**src/rtl/fifo_arb_pkg.sv**
```systemverilog
// rtl/fifo_arb_pkg.sv - shared types and width helpers for the FIFO write arbiter
package fifo_arb_pkg;

  typedef enum logic {ARB_IDLE, ARB_GRANT} arb_state_e;

  function automatic int id_width(input int n);
    return (n > 1) ? $clog2(n) : 1;
  endfunction

  // Burst counter must be able to hold MAX_BURST itself for a moment.
  function automatic int burst_width(input int max_burst);
    return (max_burst > 0) ? $clog2(max_burst + 1) : 1;
  endfunction

endpackage

```
**src/rtl/fifo_rr_pick.sv**
```systemverilog
// rtl/fifo_rr_pick.sv - first set bit of a valid vector searching upward from a start index with wrap
module fifo_rr_pick
  import fifo_arb_pkg::*;
#(
  parameter int N  = 4,
  parameter int IW = id_width(N)
) (
  input  logic [N-1:0]  valid,
  input  logic [IW-1:0] start,
  output logic          found,
  output logic [IW-1:0] idx
);

  always_comb begin
    logic [IW-1:0] cand;
    found = 1'b0;
    idx   = '0;
    cand  = '0;
    for (int k = 0; k < N; k++) begin
      cand = IW'((int'(start) + k) % N);
      if (!found && valid[cand]) begin
        found = 1'b1;
        idx   = cand;
      end
    end
  end

endmodule

```
**src/rtl/fifo_wr_arbiter.sv**
```systemverilog
// rtl/fifo_wr_arbiter.sv - round-robin, burst-bounded arbiter sharing one FIFO write port
module fifo_wr_arbiter
  import fifo_arb_pkg::*;
#(
  parameter int NUM_REQ    = 4,
  parameter int DATA_WIDTH = 8,
  parameter int MAX_BURST  = 4,
  parameter int CNT_WIDTH  = 16
) (
  input  logic                          clk,
  input  logic                          rst,
  input  logic [NUM_REQ-1:0]            req_valid,
  input  logic [NUM_REQ*DATA_WIDTH-1:0] req_data,
  output logic [NUM_REQ-1:0]            req_ready,
  input  logic                          fifo_full,
  output logic                          fifo_wr_en,
  output logic [DATA_WIDTH-1:0]         fifo_data_in,
  output logic                          grant_valid,
  output logic [$clog2(NUM_REQ)-1:0]    grant_id,
  output logic [NUM_REQ*CNT_WIDTH-1:0]  wr_count
);

  localparam int IW = $clog2(NUM_REQ);
  localparam int BW = burst_width(MAX_BURST);

  arb_state_e     state_q, state_d;
  logic [IW-1:0]  gid_q, gid_d;
  logic [IW-1:0]  ptr_q, ptr_d;
  logic [BW-1:0]  burst_q, burst_d;
  logic [CNT_WIDTH-1:0] cnt_q [NUM_REQ];

  logic          granted;
  logic          cur_valid;
  logic          xfer;
  logic          last_beat;
  logic          release_now;
  logic [IW-1:0] next_id;
  logic [IW-1:0] pick_start;
  logic          pick_found;
  logic [IW-1:0] pick_idx;

  assign granted     = (state_q == ARB_GRANT);
  assign cur_valid   = req_valid[gid_q];
  assign xfer        = granted && !rst && !fifo_full && cur_valid;
  assign last_beat   = (burst_q == BW'(MAX_BURST - 1));
  assign release_now = granted && (!cur_valid || (xfer && last_beat));
  assign next_id     = (gid_q == IW'(NUM_REQ - 1)) ? '0 : gid_q + 1'b1;
  // On release the search starts just past the holder, so it wins only when alone.
  assign pick_start  = granted ? next_id : ptr_q;

  fifo_rr_pick #(
    .N  (NUM_REQ),
    .IW (IW)
  ) u_pick (
    .valid (req_valid),
    .start (pick_start),
    .found (pick_found),
    .idx   (pick_idx)
  );

  always_comb begin
    req_ready    = '0;
    fifo_wr_en   = xfer;
    fifo_data_in = '0;
    grant_valid  = granted;
    grant_id     = gid_q;
    if (granted && !rst && !fifo_full) begin
      req_ready[gid_q] = 1'b1;
    end
    if (xfer) begin
      fifo_data_in = req_data[int'(gid_q)*DATA_WIDTH +: DATA_WIDTH];
    end
  end

  always_comb begin
    state_d = state_q;
    gid_d   = gid_q;
    ptr_d   = ptr_q;
    burst_d = burst_q;
    case (state_q)
      ARB_IDLE: begin
        if (pick_found) begin
          state_d = ARB_GRANT;
          gid_d   = pick_idx;
          burst_d = '0;
        end
      end
      ARB_GRANT: begin
        if (xfer) begin
          burst_d = burst_q + 1'b1;
        end
        if (release_now) begin
          ptr_d   = next_id;
          burst_d = '0;
          if (pick_found) begin
            state_d = ARB_GRANT;
            gid_d   = pick_idx;
          end else begin
            state_d = ARB_IDLE;
          end
        end
      end
      default: state_d = ARB_IDLE;
    endcase
  end

  always_ff @(posedge clk) begin
    if (rst) begin
      state_q <= ARB_IDLE;
      gid_q   <= '0;
      ptr_q   <= '0;
      burst_q <= '0;
    end else begin
      state_q <= state_d;
      gid_q   <= gid_d;
      ptr_q   <= ptr_d;
      burst_q <= burst_d;
    end
  end

  always_ff @(posedge clk) begin
    if (rst) begin
      for (int i = 0; i < NUM_REQ; i++) begin
        cnt_q[i] <= '0;
      end
    end else if (xfer) begin
      cnt_q[gid_q] <= cnt_q[gid_q] + 1'b1;
    end
  end

  for (genvar i = 0; i < NUM_REQ; i++) begin : g_cnt_out
    assign wr_count[i*CNT_WIDTH +: CNT_WIDTH] = cnt_q[i];
  end

endmodule

```
**config.mk**
```make
export PLATFORM = sky130hd
export DESIGN_NAME = fifo_wr_arbiter
export DESIGN_NICKNAME = d
export VERILOG_FILES = /design/src/rtl/fifo_arb_pkg.sv /design/src/rtl/fifo_rr_pick.sv /design/src/rtl/fifo_wr_arbiter.sv
export SDC_FILE = /design/constraint.sdc
export NUM_CORES = 1
export LEC_CHECK = 0
export CORE_UTILIZATION = 47
export DETAILED_ROUTE_END_ITERATION = 10
export PLACE_DENSITY = 0.8
export SYNTH_ARGS = -nofsm -noshare
export SYNTH_HDL_FRONTEND = slang
export SYNTH_SLANG_ARGS = --single-unit
```
**constraint.sdc**
```tcl
create_clock -name clk -period 3 [get_ports clk]
set_input_delay 0.6 -clock clk [delete_from_list [all_inputs] [get_ports clk]]
set_output_delay 0.6 -clock clk [all_outputs]
set_load 0.02 [all_outputs]
```
======== Word-level counts from Yosys, hierarchy flattened ========
Memory sizes are Yosys's and may differ from the RTL's. A register that Yosys moved wholly into a read port is not among the register bits.
Index checks and enable logic that the tools add are counted.
operators by class
  divide/modulo/power cells ............... 0
  bitwise operators ....................... 1
  eq/ne operators ......................... 5
  muxes and demuxes ....................... 44
  reduce and logical (&&, ||, !) cells .... 19
  multiply operators ...................... 0
  add/sub/neg operators ................... 6
  magnitude comparators ................... 6
  shift-type cells ........................ 1
operators with widths
  operator                                                                             count
  32-bit by 6-bit indexed part select with 8-bit output                                1
  2-bit 2-to-1 mux                                                                     11
  1-bit 2-to-1 mux                                                                     18
  16-bit by 1-bit adder with 16-bit output, second input constant                      1
  16-bit 2-to-1 mux                                                                    1
  16-bit OR reduction                                                                  1
  2-bit by 3-bit < comparator with 1-bit output, second input constant                 5
  1-bit binary-select mux with 2-bit select                                            5
  1-bit logical AND                                                                    9
  3-bit 2-to-1 mux                                                                     3
  8-bit 2-to-1 mux                                                                     1
  1-bit logical NOT                                                                    6
  3-bit case mux with 2 select lines                                                   1
  2-bit by 1-bit adder with 2-bit output, second input constant                        2
  2-bit adder, second input constant                                                   2
  4-bit 2-to-1 mux                                                                     1
  2-bit case mux with 2 select lines                                                   1
  2-bit AND reduction                                                                  2
  3-bit by 1-bit adder with 3-bit output, second input constant                        1
  3-bit by 2-bit equality test with 1-bit output, second input constant                1
  3-bit by 1-bit != test with 1-bit output, second input constant                      1
  1-bit demux with 2-bit select                                                        1
  2-bit equality test, second input constant                                           1
  2-bit by 1-bit greater-or-equal comparator with 1-bit output, second input constant  1
  other kinds (5)                                                                      5
word-level totals
  latch bits .............................. 0
  bits in registers ....................... 8
  memory bits (read-only) ................. 0
  memories kept ........................... 1
  bits in writable memories ............... 64
memory list
  memory  depth  bits a word  rd ports  clocked after Yosys merged registers in  write ports  RTL line               source
  cnt_q   4      16           5         1                                        4            fifo_wr_arbiter.sv:30  logic [CNT_WIDTH-1:0] cnt_q [NUM_REQ];

======== Logic depth before layout (Yosys ltp) ========
  depth in word-level cells ............... 20
  gate-level depth with buffers ........... 9
  gate-level depth less buffers ........... 7

======== Hierarchy ========
A second synthesis with hierarchy kept.
second synthesis, totals
  cell total of the unflattened synthesis .. 303
  area total of the unflattened synthesis .. 3888.7 um^2
by module, submodules not included
  module           cells an instance  times used  area an instance (um^2)  seq. area each (um^2)
  fifo_wr_arbiter  288                1           3811.2                   2122.0
  fifo_rr_pick     15                 1           77.6                     0.0

======== Worst setup path before layout ========
OpenSTA, ideal clock, no wires.
  path type ............................... register to register
  from .................................... register gid_q[0], in the netlist grant_id[0]
  to ...................................... memory cnt_q[3][0], enable pin
  period minus slack after synthesis ...... 2.346 ns
  stages on the path, launching flop included .. 7
  path buffers ............................ 2
  arrival ................................. 2.065 ns
  setup time .............................. 0.281 ns
  slack ................................... 0.654 ns
  path through ............................ dfxtp_1 clkbuf_2 mux4_2 clkbuf_1 nand2_1 inv_1 a31o_2
RTL lines
  element                 RTL line                source
  from (decl)             fifo_wr_arbiter.sv:27   logic [IW-1:0] gid_q, gid_d;
  from (signal assigned)  fifo_wr_arbiter.sv:115  gid_q <= gid_d;
  to (decl)               fifo_wr_arbiter.sv:30

======== Worst setup path after layout ========
  from .................................... input req_valid[2]
  to ...................................... output fifo_data_in[6]
on the way
  word-level cells in the longest chain between the ends .. 4
ends and longest elaborated chain
  element                                    RTL line               source
  from (decl)                                fifo_wr_arbiter.sv:12  input logic [NUM_REQ-1:0] req_valid,
  1-bit binary-select mux with 2-bit select  fifo_wr_arbiter.sv:43  assign cur_valid = req_valid[gid_q];
  1-bit 2-to-1 mux (implied by the code)     fifo_wr_arbiter.sv:43
  1-bit logical AND                          fifo_wr_arbiter.sv:44  assign xfer = granted && !rst && !fifo_full && cur_valid;
  8-bit 2-to-1 mux                           fifo_wr_arbiter.sv:70  if (xfer) begin
  to (decl)                                  fifo_wr_arbiter.sv:17  output logic [DATA_WIDTH-1:0] fifo_data_in,
Every way passes these cells. The select of a mux whose other input is x is not followed.

==> results.yml <==
synthesis:
  synth_compound_area_share_pct: 2.80
  synthTopCellsByCount: "nor2_1 (72), edfxtp_1 (64), mux4_2 (21)"
  synthTopCellsByArea: "edfxtp_1 (50%), mux4_2 (12%), nor2_1 (7.0%), dfxtp_1 (5.2%), xnor2_1 (3.0%)"
  ys_warn_count: 0
  synthFlopType: "edfxtp_1"
  synth_cell_types: 38
  yosys.area_share.xor_xnor_pct: 3.19
  synth_enable_flop_cells: 64
  yosysSeqAreaShare_pct: 55.3
  yosysMostFrequentCell: "nor2_1"
  syn_nets: 340
  synth-seq-cells: 74
  synth-simple-area-share_pct: 16.2
  async_reset_ff_share_pct: 0
  synthAdderAreaFrac_pct: 2.28
  avgSynthCellArea_um2: 13.1
  synth_area_leader_cell: "edfxtp_1"
  synthCells: 294
  synth_top_family_by_area: "multiplexers"
  synth_top_area_share_pct: 50.1
  syn_area_um2: 3840
  synth.area.mux_share_pct: 16.6
global_routing:
  grt_max_degree: 17
  grt_pass1_wl_um: 15500
  grt-ovfl-total: 0
  grt_pass1_vias: 2988
  antenna_found_initial: 0
  track_usage_pct: 24.3
routing:
  drt-total-wl_um: 10000
  drt-pass1-iter-count: 4
  dr.first_iter.drc_count: 201
  routedWlPerCell_um: 18.6
  drc_errors: 0
  ant_nets: 0
  post_drt_via_cell_ratio: 5.56
  num_vias: 2998
setup_path:
  cp_top_family: "buffers and inverters"
  endpoint_kind: "primary output"
  cp_num_buf_inv: 2
  critical_path.cell_chain: "clkdlybuf4s50_1 > mux4_2 > and3_1 > clkdlybuf4s50_1"
  worst_ep_required_time_ns: 2.40
  timing.rr.end: "cnt_q[1][14]$_SDFFCE_PN0P_"
  start_kind: "input port"
  reg2regPathDepth: 6
  max_stage_delay_ns: 0.56
  critPathMostFrequentCell: "clkdlybuf4s50_1"
  r2r_slack_ns: 0.33
  crit_type: "input port to primary output"
  critPathMaxFanout: 5
  critPathArrivalTime_ns: 2.35
  cp_slowest_cell: "mux4_2"
cells_and_area:
  nets: 478
  stdcell_area_um2: 5540
  layout-drive-gt1-share_pct: 15.6
  num_antenna_cells: 0
  layoutNonFillerInstCount: 539
  synthToLayoutAreaGrowth_pct: 44.2
pwr:
  power.leakage_nw: 2.13
  vdd_drop_max_uv: 286
  pwr_density_cell_nw_per_um2: 489
hold_path:
  whs_path_depth: 2
  min_path_type: "flop to flop"
  hold_path_end: "burst_q[1]$_SDFFE_PP0P_"
  worstHoldStart: "burst_q[1]$_SDFFE_PP0P_"
sta:
  period_share_pct: 98.4
  fin_tns_setup_ns: 0
  hold_violations: 0
  tightest_slew_ns: 0.728
  drv_slew: 0
  fin_worst_skew_ns: 0.0115
  rsz0062_at_grt: "false"
  setup_viol_count_final: 0
  fin_crit_ns: 2.95
  max_freq_ghz: 0.339
  relSlewSlack_pct: 51.0
floorplanning:
  row_count: 32
  num_io_pins: 119
  die_y_um: 92.4
  start_util_pct: 49.2
  dieWidth_um: 92.4
  core_region_area_um2: 7810
  die_area_um2: 8530
clock_network:
  cts.path.max_buffers: 2
  clk_pin_slew_ns: 0.07
  clockRootBuffer: "clkbuf_8"
  numCtsBuffers: 9
  clock-sinks: 74
  h-tree-depth: 3
  clock_latency_ns: 0.35
  cts_tree: "done"
place:
  dp.cells: 522
  place_congestion: 0.963
  portBuffers: 118
  postPlaceCellArea_um2: 5270
  dp_hpwl_um: 7180
run_status:
  status: "complete, no violations"
flow_run:
  cap_violations: 0
[cell type report]
cell class | instances | area (um2)
multi-input combinational | 190 | 1600
fill | 548 | 2270
inverter | 16 | 60.1
tap | 102 | 128
clock inverter | 6 | 105
timing repair buffer | 141 | 1390
sequential | 74 | 2120
clock buffer | 10 | 128
[stage by stage]
stage | power [mW] | setup slack, ns | utilization, % | hold WS [ns]
2_1_floorplan | 1.57 | 0.654 | - | 0.460
5_1_grt | 2.80 | 0.00629 | 70.9 | 0.554
3_5_place_dp | 1.81 | 0.0255 | 67.4 | 0.492
3_3_place_gp | 1.80 | 0.0604 | 67.4 | 0.475
6_report | 2.71 | 0.0471 | 70.9 | 0.521
4_1_cts | 2.70 | 0.0254 | 70.4 | 0.507
[sequential cells by signal (all words and copies together), names as in the netlist, named ones only]
signal,count
cnt_q,64
ptr_q,2
grant_id,2
grant_valid,1
burst_q,3
[cells in the final DEF (no fill, tap or decap), types with 2 or more instances in the layout]
master / count
inv_1: 16
and2_1: 5
nor2_1: 72
ha_1: 7
nor4_2: 3
clkbuf_8: 9
nand4_1: 4
edfxtp_1: 64
nand2b_1: 3
nand2_1: 9
and3_1: 9
nor4b_2: 2
mux4_2: 22
buf_12: 2
dfxtp_1: 10
nand4_4: 2
mux2i_1: 6
clkdlybuf4s50_1: 112
nor3_1: 3
nand3_1: 6
bufinv_16: 3
nor3b_1: 2
o21ai_0: 4
xnor2_1: 13
o221ai_1: 2
a22oi_1: 2
buf_4: 21
mux4_1: 4
clkinv_1: 2
dlymetal6s2s_1: 6
[worst min-delay path, stage by stage, from the launching register on]
cell and delay (ns):
dfxtp_1 0.33, a22oi_1 0.08, nor2_1 0.08
[worst max path at each step]
| stage | startpoint | to | slack (ns) | cells after the start |
|---|---|---|---|---|
| 3_5_place_dp | req_valid[2] | fifo_data_in[4] | 0.03 | 4 |
| 3_3_place_gp | req_valid[3] | fifo_data_in[2] | 0.06 | 4 |
| 6_report | req_valid[2] | fifo_data_in[6] | 0.05 | 4 |
| 5_1_grt | req_valid[3] | fifo_data_in[6] | 0.006 | 4 |
| 2_1_floorplan | grant_id[0]$_SDFFE_PP0N_ | cnt_q[3][0]$_DFFE_PP_ | 0.65 | 6 |
| 4_1_cts | req_valid[2] | fifo_data_in[4] | 0.03 | 4 |
[power breakdown]
group / total [mW] / leakage, nW / switching, mW / internal [mW]
combinational: 0.586 / 1.27 / 0.295 / 0.290
sequential: 1.21 / 0.744 / 0.0479 / 1.17
clock: 0.907 / 0.112 / 0.360 / 0.547
total: 2.71 / 2.13 / 0.703 / 2.00
[kinds of logic after synthesis]
| kind of cell | Yosys count |
|---|---|
| AOI/OAI and AO/OA | 15 |
| buffers and inverters | 31 |
| DFF | 74 |
| and+or+nand+nor | 122 |
| muxes | 31 |
| xor gates and xnor gates | 14 |
| adders and majority gates | 7 |
[layer usage]
layer  up-vias  wire, um  part of all wire (%)  global-route usage (%)
met3        21       517                   5.2                    3.69
met1      1484      3990                    40                    29.6
met2       125      5290                    53                    42.1
li1       1368         -                     -                       -
met4         0       240                   2.4                    12.0
met5         -         0                     0                       0
[timing repair]
item	in CTS	in global routing
resized for setup	0	7
endpoints found under the setup margin	0	9
hold buffers	0	0
hold endpoints to repair	0	0
buffers inserted	0	0
(Power assumes the default switching activity.)
